--- src/rtl/pong_game_ctrl.sv ---
// -----------------------------------------------------------------------------
// pong_game_ctrl
//   Top-level Pong game sequencer. It gates ball motion once per video frame,
//   holds the ball at centre while serving, tallies points from the ball
//   block's scored pulses and declares a winner.
//
//   Optional feature macro: PONG_PAUSE_EN
//     When defined, PAUSE_KEY toggles between PLAY and PAUSE. While paused the
//     ball is frozen and scored pulses are ignored. When undefined there is no
//     pause logic and state 5 is unreachable.
//
// Ports
//   i_CLK          in   1        system clock
//   i_RST_N        in   1        synchronous active-low reset
//   i_frame_tick   in   1        1-cycle pulse per video frame
//   i_key_byte     in   8        decoded key byte
//   i_key_valid    in   1        i_key_byte valid this cycle
//   i_p1_scored    in   1        pulse: player 1 won the point
//   i_p2_scored    in   1        pulse: player 2 won the point
//   o_ball_en      out  1        1-cycle ball-move strobe
//   o_ball_center  out  1        level: ball held at start position
//   o_p1_score     out  SCORE_W  player 1 score
//   o_p2_score     out  SCORE_W  player 2 score
//   o_state        out  3        state (IDLE 0, SERVE 1, PLAY 2, POINT 3,
//                                OVER 4, PAUSE 5)
//   o_winner       out  2        00 none, 01 P1, 10 P2
//
// Handshake: all inputs are single-cycle strobes qualified by their own level
//   (keys only when i_key_valid=1); there is no back-pressure. All outputs are
//   registered and o_state is the state register itself.
// -----------------------------------------------------------------------------
module pong_game_ctrl #(
  parameter int START_KEY    = 103,
  parameter int RESTART_KEY  = 98,
  parameter int PAUSE_KEY    = 112,
  parameter int WIN_SCORE    = 7,
  parameter int SERVE_FRAMES = 60,
  parameter int SCORE_W      = 4
) (
  input  logic               i_CLK,
  input  logic               i_RST_N,
  input  logic               i_frame_tick,
  input  logic [7:0]         i_key_byte,
  input  logic               i_key_valid,
  input  logic               i_p1_scored,
  input  logic               i_p2_scored,
  output logic               o_ball_en,
  output logic               o_ball_center,
  output logic [SCORE_W-1:0] o_p1_score,
  output logic [SCORE_W-1:0] o_p2_score,
  output logic [2:0]         o_state,
  output logic [1:0]         o_winner
);

  // A zero-frame serve still needs a 1-bit counter to exist.
  localparam int CNT_W = (SERVE_FRAMES > 0) ? $clog2(SERVE_FRAMES + 1) : 1;
  localparam logic [CNT_W-1:0]   SERVE_LOAD = CNT_W'(SERVE_FRAMES);
  localparam logic [SCORE_W-1:0] WIN_VAL    = SCORE_W'(WIN_SCORE);

  typedef enum logic [2:0] {
    IDLE  = 3'd0,
    SERVE = 3'd1,
    PLAY  = 3'd2,
    POINT = 3'd3,
    OVER  = 3'd4,
    PAUSE = 3'd5
  } state_t;

  state_t           state;
  logic [CNT_W-1:0] serve_cnt;

  logic start_hit;
  logic restart_hit;

  assign start_hit   = i_key_valid && (i_key_byte == 8'(START_KEY));
  assign restart_hit = i_key_valid && (i_key_byte == 8'(RESTART_KEY));
  assign o_state     = state;

`ifdef PONG_PAUSE_EN
  logic pause_hit;
  assign pause_hit = i_key_valid && (i_key_byte == 8'(PAUSE_KEY));
`endif

  // Scores hold at all-ones rather than wrapping to zero.
  function automatic logic [SCORE_W-1:0] sat_inc(input logic [SCORE_W-1:0] v);
    return (v == '1) ? v : v + SCORE_W'(1);
  endfunction

  always_ff @(posedge i_CLK) begin
    if (!i_RST_N) begin
      state         <= IDLE;
      serve_cnt     <= '0;
      o_p1_score    <= '0;
      o_p2_score    <= '0;
      o_winner      <= 2'b00;
      o_ball_en     <= 1'b0;
      o_ball_center <= 1'b1;
    end else begin
      o_ball_en <= 1'b0;
      if (restart_hit) begin
        // Restart outranks every other event arriving in the same cycle.
        state         <= IDLE;
        serve_cnt     <= '0;
        o_p1_score    <= '0;
        o_p2_score    <= '0;
        o_winner      <= 2'b00;
        o_ball_center <= 1'b1;
      end else begin
        case (state)
          IDLE: begin
            if (start_hit) begin
              state     <= SERVE;
              serve_cnt <= SERVE_LOAD;
            end
          end

          SERVE: begin
            if (i_frame_tick) begin
              // cnt==0 only happens when SERVE_FRAMES is 0.
              if (serve_cnt <= CNT_W'(1)) begin
                state         <= PLAY;
                serve_cnt     <= '0;
                o_ball_center <= 1'b0;
              end else begin
                serve_cnt <= serve_cnt - CNT_W'(1);
              end
            end
          end

          PLAY: begin
`ifdef PONG_PAUSE_EN
            if (pause_hit) begin
              state <= PAUSE;
            end else
`endif
            begin
              o_ball_en <= i_frame_tick;
              // P1 has priority when both pulses coincide; P2's is dropped.
              if (i_p1_scored) begin
                o_p1_score    <= sat_inc(o_p1_score);
                state         <= POINT;
                o_ball_center <= 1'b1;
              end else if (i_p2_scored) begin
                o_p2_score    <= sat_inc(o_p2_score);
                state         <= POINT;
                o_ball_center <= 1'b1;
              end
            end
          end

          POINT: begin
            if (o_p1_score == WIN_VAL) begin
              state    <= OVER;
              o_winner <= 2'b01;
            end else if (o_p2_score == WIN_VAL) begin
              state    <= OVER;
              o_winner <= 2'b10;
            end else begin
              state     <= SERVE;
              serve_cnt <= SERVE_LOAD;
            end
          end

          OVER: begin
            if (start_hit) begin
              state      <= SERVE;
              serve_cnt  <= SERVE_LOAD;
              o_p1_score <= '0;
              o_p2_score <= '0;
              o_winner   <= 2'b00;
            end
          end

`ifdef PONG_PAUSE_EN
          PAUSE: begin
            if (pause_hit) begin
              state <= PLAY;
            end
          end
`endif

          default: begin
            // Unreachable encodings fall back to a safe idle.
            state         <= IDLE;
            o_ball_center <= 1'b1;
          end
        endcase
      end
    end
  end

endmodule
--- config.mk ---
export PLATFORM = sky130hd
export DESIGN_NAME = pong_game_ctrl
export DESIGN_NICKNAME = d
export VERILOG_FILES = /design/src/rtl/pong_game_ctrl.sv
export SDC_FILE = /design/constraint.sdc
export NUM_CORES = 1
export LEC_CHECK = 0
export CAP_MARGIN = 20
export CORE_MARGIN = 3
export CORE_UTILIZATION = 45
export CTS_CLUSTER_SIZE = 10
export DETAILED_ROUTE_END_ITERATION = 8
export HOLD_SLACK_MARGIN = 0.02
export PLACE_DENSITY = 0.72
export SYNTH_ARGS = -nofsm -noshare
export SYNTH_HDL_FRONTEND = slang
export SYNTH_SLANG_ARGS = --single-unit
--- constraint.sdc ---
create_clock -name i_CLK -period 3 [get_ports i_CLK]
set_input_delay 0.3 -clock i_CLK [delete_from_list [all_inputs] [get_ports i_CLK]]
set_output_delay 0.3 -clock i_CLK [all_outputs]
set_load 0.005 [all_outputs]
# Yosys cells after proc, flatten, opt, wreduce, memory -nomap -nowiden
# Index checks and enable logic that the tools add are counted.
[op_classes]
add_sub_neg = 3
n_lt_le_gt_ge = 1
n_eq_ne = 23
mux = 31
bitwise_logic = 3
n_reduce_logical = 16
[ops]
columns = ["cell", "n"]
rows = [
  ["6-bit two-way mux", 5],
  ["4-bit two-way mux", 6],
  ["3-bit two-way mux", 7],
  ["2-bit != test (second input constant)", 10],
  ["6-bit one-hot mux with 3 select lines", 1],
  ["8-bit by 7-bit == test with 1-bit output (second input constant)", 2],
  ["4-bit one-hot mux with 2 select lines", 2],
  ["3-bit one-hot mux with 4 select lines", 1],
  ["4-bit AND reduction", 3],
  ["5-bit AND reduction", 2],
  ["4-bit by 1-bit adder with 4-bit output (second input constant)", 2],
  ["4-bit by 3-bit == test with 1-bit output (second input constant)", 2],
  ["4-bit == test (second input constant)", 2],
  ["3-bit by 2-bit == test with 1-bit output (second input constant)", 2],
  ["6-bit by 1-bit less-or-equal comparator with 1-bit output (second input constant)", 1],
  ["2-bit two-way mux", 3],
  ["3-bit != test (second input constant)", 2],
  ["3-bit OR reduction", 2],
  ["6-bit by 1-bit subtractor with 6-bit output (second input constant)", 1],
  ["1-bit two-way mux", 4],
  ["2-bit one-hot mux with 2 select lines", 1],
  ["2-bit nonzero test", 2],
  ["2-bit OR reduction", 2],
  ["3-bit by 1-bit == test with 1-bit output (second input constant)", 1],
  ["other kinds (8)", 11],
]
[totals]
ff_bits = 21
output_inout_bits = 15
elab_cells = 84

# Logic depth before layout (Yosys ltp)
# Gate-level depths: netlist (run 1).
[logic_depth]
depth_word = 5
mapped_depth = 6

# Least setup slack after synthesis (run 1)
# No wires, ideal clock.
[synth_path]
path_type = "register to register"
from = "reg state[0], in the netlist o_state[0]"
to = "reg o_p2_score[2]"
setup_time_ns = 0.072
arrival_ns = 1.547
setup_slack_ns = 1.381
path_stages_with_launch = 6
cell_sequence = "dfxtp_1 buf_6 nand2b_1 or4_4 a21boi_0 mux2i_1"
[synth_between]
elab_chain_cells = 3
elab_cells_between_ends = 9
cone_classes = "eq/ne (6); mux (1); reduce/logical (2)"
[synth_rtl]
columns = ["item", "line_no", "text"]
rows = [
  ["start, declared", "69", "state_t state;"],
  ["start signal, assigned", "91", "state <= IDLE;"],
  ["start signal, assigned", "102", "state <= IDLE;"],
  ["start signal, assigned", "112", "state <= SERVE;"],
  ["3-bit by 2-bit == test with 1-bit output / 3-bit == test (equally long branches)", "109", "case (state)"],
  ["2-bit != test (no source line) / 2-bit nonzero test (equally long branches)", "n/a", ""],
  ["5-bit AND reduction (no source line)", "n/a", ""],
  ["end signal, assigned", "144", "o_p2_score <= sat_inc(o_p2_score);"],
  ["end, declared", "50", "output logic [SCORE_W-1:0] o_p2_score,"],
]
# Several ways; a longest one is shown, not always the timed one.
# A chain may end at the register's enable or synchronous reset.

# Worst setup path after layout (run 1)
[layout_path]
from = "in i_key_byte[1]"
to = "reg o_p2_score[2]"
[layout_between]
elab_chain_cells = 4
elab_cells_between_ends = 7
cone_classes = "eq/ne (3); reduce/logical (4)"
[layout_rtl]
columns = ["item", "line_no", "text"]
rows = [
  ["start, declared", "43", "input logic [7:0] i_key_byte,"],
  ["8-bit by 7-bit == test with 1-bit output", "75", "assign start_hit = i_key_valid && (i_key_byte == 8'(START_KEY));"],
  ["1-bit logical AND", "75", ""],
  ["2-bit != test (no source line)", "n/a", ""],
  ["5-bit AND reduction (no source line)", "n/a", ""],
]
# Several ways; a longest one is shown, not always the timed one.

==> flow_summary_export.csv, run 1 <==
group,metric,value,unit
grt,grt_antenna_before_repair,0,
synthesis,synthTopCellsByArea,"dfxtp_1 (32%), mux2i_1 (6.1%), a21oi_1 (4.6%)",
synthesis,synth_top_family_by_area,"simple AND/OR/NAND/NOR gates",
placed_design,place_area,0.001583,sq mm
worst_setup_path,cp_cell_sequence,"clkdlybuf4s50_1, nor3b_1, nand4_1, a21boi_0, mux2i_1",
sta,grt_setup_unrepaired,"false",
worst_setup_path,required,3.25,ns
worst_setup_path,crit_family,"simple AND/OR/NAND/NOR gates",
clocking,path_clk_slew,0.12,ns
grt,grt-ovfl-total,0,
detailed_routing,drt_iter0_markers,76,
sta,maxSlewViolCount,0,
sta,finalCriticalPeriod,1.973,ns
floorplan,core_area,0.002613,sq mm
layout,syn_to_final_growth,22.48,%
worst_setup_path,cp_slowest_cell,"nor3b_1",
worst_setup_path,crit_fanout,9,
pwr,max-vdd-ir-drop,0.0004593,V
sta,tightest_slew,0.8942,ns
synthesis,synth_cell_type_count,48,
synthesis,synthArstFlopShare,0,%
clocking,cts_buffers,3,
placed_design,dpl.hpwl,2284,um
detailed_routing,ant_nets,0,
placed_design,place_ws,0.7428,ns
clocking,hold_buffers,0,
worst_setup_path,cp-end-kind,"flop",
clocking,clkLatencyLatePin,0.30,ns
synthesis,synthMuxAreaShare,6.095,%
synthesis,synth_nets,171,
clocking,cts_tree,"yes",
grt,grt_pass1_wl,5133,um
clocking,htreeDepth,1,
job,max_cap_viol_count,0,
detailed_routing,dr.pass1.iters,5,
detailed_routing,viasPerCell,5.852,
grt,grt_use_total,18.46,%
floorplan,die_h,60.03,um
synthesis,syn_inst,153,
detailed_routing,via_count,1223,
synthesis,synth-edff-count,0,
synthesis,syn_area_per_cell,8.587,sq um
clocking,cts_buffer_depth,2,
worst_setup_path,start_kind,"input port",
clocking,clkSinkCount,21,
floorplan,rows,18,
grt,grt_max_degree,13,
clocking,root_buffer,"clkbuf_4",
pwr,power.density,547.3,mW/mm^2
layout,drive_above_1_share,6.145,%
detailed_routing,drc_errors,0,
detailed_routing,wl_per_cell,14.44,um
sta,finalHoldViolCount,0,
synthesis,synthAdderAreaFrac,3.810,%
floorplan,ios,29,
sta,setup_viol_count_final,0,
synthesis,yosys_warnings,0,
floorplan,fp.dieW,60.03,um
pwr,leakage,0.5846,nW
sta,period_share,65.75,%
worst_setup_path,cp_num_buf_inv,1,
clocking,cts.repair.resized,0,
synthesis,synth_top_area_cell,"dfxtp_1",
placed_design,portBuffers,28,
layout,layout_commonest_cell,"clkdlybuf4s50_1",
layout,diodes,0,
hold_path,hold_path.class,"reg -> reg",
grt,grt_pass1_vias,1181,
synthesis,seq_area_frac_synth,32.00,%
sta,relSlewSlack,40.11,%
floorplan,dieArea,0.003604,sq mm
worst_setup_path,crit_type,"in -> reg",
clocking,cts_setup_buffers,0,
sta,clock-skew-final,0.006843,ns
detailed_routing,totalWireLength,3018,um
worst_setup_path,cp.arrival,2.22,ns
status,status,"finished, final reports clean",
synthesis,synth-xor-area-share,1.333,%
worst_setup_path,crit_path_max_incr_delay,0.48,ns
layout,final_area,0.001609,sq mm
placed_design,gp_congestion,0.8272,
sta,fin_hold_ws,0.4844,ns
sta,timing.setup.tns,0,ns
synthesis,ys_ff_latch,21,
synthesis,synth-simple-area-share,27.81,%
synthesis,netlist.area_leader.share,32.00,%
floorplan,start_util,50.29,%
sta,layout_setup_ws,1.027,ns
synthesis,synth_flop_cell,"dfxtp_1",
synthesis,synth-compound-area-share,22.67,%
synthesis,synth_area,0.001314,sq mm
layout,fin_nets,198,
layout,layout_common_cells,"clkdlybuf4s50_1 (28), dfxtp_1 (21), a21oi_1 (12)",
sta,fmax,507.0,MHz
## synth_stat cells, drive strengths merged (3+ instances only)
library cell  instances
dfxtp                21
a21oi                12
inv                   9
nand2                 9
mux2i                 8
nand3                 7
nor2                  6
nor3                  6
o211ai                6
buf                   5
o21ai                 5
and3                  4
ha                    4
nor3b                 4
a21boi                3
nand2b                3
o21bai                3
o31ai                 3
or4                   3
## registers in the layout (all words and copies together), names as in the netlist
name	flops
serve_cnt	6
o_p1_score	4
o_p2_score	4
o_state	3
o_winner	2
o_ball_center	1
o_ball_en	1
## final cells by class
class / count / area, sq um
clock buffers: 4 / 26.28
well taps: 30 / 37.54
flip-flops and latches: 21 / 420.4
multi-input cells: 117 / 810.8
fillers: 229 / 1003
repair buffers: 28 / 280.3
inverters: 9 / 33.78
## power breakdown
group | internal, W | leakage (nW) | switching [W]
sequential | 0.000318 | 0.169 | 0.0000612
clock | 0.0000518 | 0.0150 | 0.0000856
combinational | 0.000188 | 0.400 | 0.000176
## worst register-to-register path, stage by stage, from the launching register on
cell      delay [ns]
dfxtp_1         0.49
nor3b_2         0.37
nand4_1         0.38
a21boi_0        0.34
mux2i_1         0.20
## through the flow
step                       power, W  instances  util (%)
after floorplan           0.0006593        153         -
after global placement    0.0007356        205     60.58
after detailed placement  0.0007428        205     60.58
after CTS                 0.0008858        209     61.59
after global routing      0.0009497        209     61.59
final                     0.0008806        209     61.59
## worst paths after layout
check,from,to,slack [ns],cells after the start
worst max-delay path,i_key_byte[1],o_p2_score[2]$_SDFFE_PP0P_,1.03,5
worst min register to register,o_winner[0]$_SDFFE_PP0P_,o_winner[0]$_SDFFE_PP0P_,0.48,2
worst max register to register,o_state[2]$_SDFFE_PP0P_,o_p2_score[2]$_SDFFE_PP0P_,1.17,4
worst min-delay path,o_winner[0]$_SDFFE_PP0P_,o_winner[0]$_SDFFE_PP0P_,0.48,2
## layer usage
metal | track usage [%] | part of all wire, % | vias to the layer above
met5 | 0 | 0 | -
met4 | 5.063 | 0.93 | 0
met3 | 4.320 | 5.3 | 4
met2 | 30.56 | 47 | 34
met1 | 23.85 | 47 | 566
li1 | - | - | 619
## logic make-up after synthesis
group / after synthesis
buffers and inverters: 15
adders and majority gates: 4
muxes: 8
AOI/OAI and AO/OA: 44
and+or+nand+nor: 59
DFF: 21
xor gates and xnor gates: 2
Power figures use the tool's default switching activity.
==> inputs of run 2 (changes only) <==
- clock period: 3 -> 2.1 ns (I/O delays scaled with it)
==> flow_summary_export.csv, run 2 (synthesis gave the netlist of run 1 again) <==
group,metric,value,unit
status,status,"finished, final reports clean",
clocking,cts_buffers,3,
grt,grt_use_total,19.11,%
sta,period_share,85.93,%
hold_path,hold_path.class,"reg -> reg",
worst_setup_path,cp_slowest_cell,"dfxtp_1",
layout,fin_nets,204,
grt,grt_pass1_wl,5313,um
worst_setup_path,required,2.32,ns
floorplan,die_h,60.03,um
floorplan,fp.dieW,60.03,um
detailed_routing,drc_errors,0,
pwr,leakage,0.6166,nW
pwr,power.density,763.6,mW/mm^2
layout,layout_common_cells,"clkdlybuf4s50_1 (28), dfxtp_1 (21), a21oi_1 (12)",
layout,regArea,420.4,sq um
floorplan,dieArea,0.003604,sq mm
layout,drive_above_1_share,9.730,%
layout,largest_reg_flops,6,
grt,grt_pass1_vias,1153,
sta,tightest_slew,0.5763,ns
placed_design,portBuffers,28,
floorplan,ios,29,
clocking,hold_buffers,0,
placed_design,place_area,0.001628,sq mm
sta,grt_setup_unrepaired,"false",
worst_setup_path,crit_family,"compound AO/OA/AOI/OAI gates",
sta,setup_viol_count_final,0,
layout,multi_input_area,810.8,sq um
sta,maxSlewViolCount,0,
detailed_routing,dr.pass1.iters,4,
layout,fillers,224,
grt,grt_max_degree,13,
worst_setup_path,crit_cells,4,
layout,largestRegisters,"serve_cnt x6, o_p1_score x4, o_p2_score x4",
placed_design,dpl.hpwl,2388,um
worst_setup_path,crit_fanout,12,
floorplan,core_area,0.002613,sq mm
detailed_routing,via_count,1273,
sta,clock-skew-final,0.008105,ns
grt,grt-ovfl-total,0,
grt,grt_antenna_before_repair,0,
worst_setup_path,cp.arrival,2.02,ns
layout,syn_to_final_growth,26.00,%
layout,layout_commonest_cell,"clkdlybuf4s50_1",
detailed_routing,ant_nets,0,
clocking,path_clk_slew,0.13,ns
worst_setup_path,start_kind,"flop",
job,max_cap_viol_count,0,
clocking,cts_setup_buffers,0,
sta,finalCriticalPeriod,1.805,ns
clocking,cts.repair.resized,0,
worst_setup_path,crit_path_max_incr_delay,0.55,ns
detailed_routing,drt-met1-wl,1409,um
detailed_routing,wl_per_cell,14.10,um
detailed_routing,totalWireLength,3032,um
sta,fmax,554.2,MHz
layout,top_register,"serve_cnt",
worst_setup_path,cp_cell_sequence,"nor3b_2, a21oi_1, o21ai_0, a221oi_1",
pwr,max-vdd-ir-drop,0.0006993,V
worst_setup_path,cp_num_buf_inv,0,
floorplan,rows,18,
placed_design,gp_congestion,0.8599,
worst_setup_path,reg2reg_depth,4,
detailed_routing,wl_met2,1414,um
layout,final_area,0.001655,sq mm
clocking,clkSinkCount,21,
detailed_routing,wl_met3,163,um
sta,timing.setup.tns,0,ns
clocking,cts_buffer_depth,2,
detailed_routing,drt_iter0_markers,55,
hold_path,hold_depth,2,
sta,relSlewSlack,61.29,%
sta,finalHoldViolCount,0,
clocking,clkLatencyLatePin,0.31,ns
clocking,root_buffer,"clkbuf_4",
clocking,htreeDepth,1,
detailed_routing,viasPerCell,5.921,
worst_setup_path,crit_type,"reg -> reg",
floorplan,start_util,50.29,%
layout,diodes,0,
clocking,cts_tree,"yes",
pwr,power,0.001264,W
layout,fin_util,63.36,%
worst_setup_path,cp-end-kind,"flop",
detailed_routing,top_layer_used,"met4",
## run 2: final cells by class
type,count,area share (%)
repair buffers,34,19.65
well taps,30,2.268
clock buffers,3,1.361
clock inverters,1,0.3023
inverters,9,2.041
multi-input cells,117,48.98
flip-flops and latches,21,25.40
## run 2: worst min-delay path: stages, from the launching register on
cell and delay (ns):
dfxtp_1 0.33, nand3_1 0.06, a21oi_1 0.06
## run 2: final timing paths
kind | startpoint | to | slack, ns
worst max register to register | o_state[0]$_SDFFE_PP0P_ | o_p1_score[2]$_SDFFE_PP0P_ | 0.30
worst min register to register | o_winner[1]$_SDFFE_PP0P_ | o_winner[1]$_SDFFE_PP0P_ | 0.48
worst max-delay path | o_state[0]$_SDFFE_PP0P_ | o_p1_score[2]$_SDFFE_PP0P_ | 0.30
worst min-delay path | o_winner[1]$_SDFFE_PP0P_ | o_winner[1]$_SDFFE_PP0P_ | 0.48
## run 2: stage by stage
stage,hold slack (ns),std cells,setup slack (ns)
after floorplan,0.3811,153,0.4811
after global placement,0.4667,211,0.2196
after detailed placement,0.4694,211,0.2300
after CTS,0.4883,215,0.3082
after global routing,0.5136,215,0.1352
final,0.4831,215,0.2955
## run 2: where the power goes
| part | total, W | switching [W] | internal [W] | leakage [nW] |
|---|---|---|---|---|
| Combinational | 0.000519 | 0.000244 | 0.000275 | 0.430 |
| Clock | 0.000203 | 0.000132 | 0.0000712 | 0.0177 |
| Sequential | 0.000542 | 0.0000869 | 0.000455 | 0.169 |
## run 2: routing by layer
metal  up-vias  global-route usage [%]
met5         -                       0
li1        640                       -
met1       594                   25.49
met4         0                   6.962
met3         4                   2.808
met2        35                   31.02
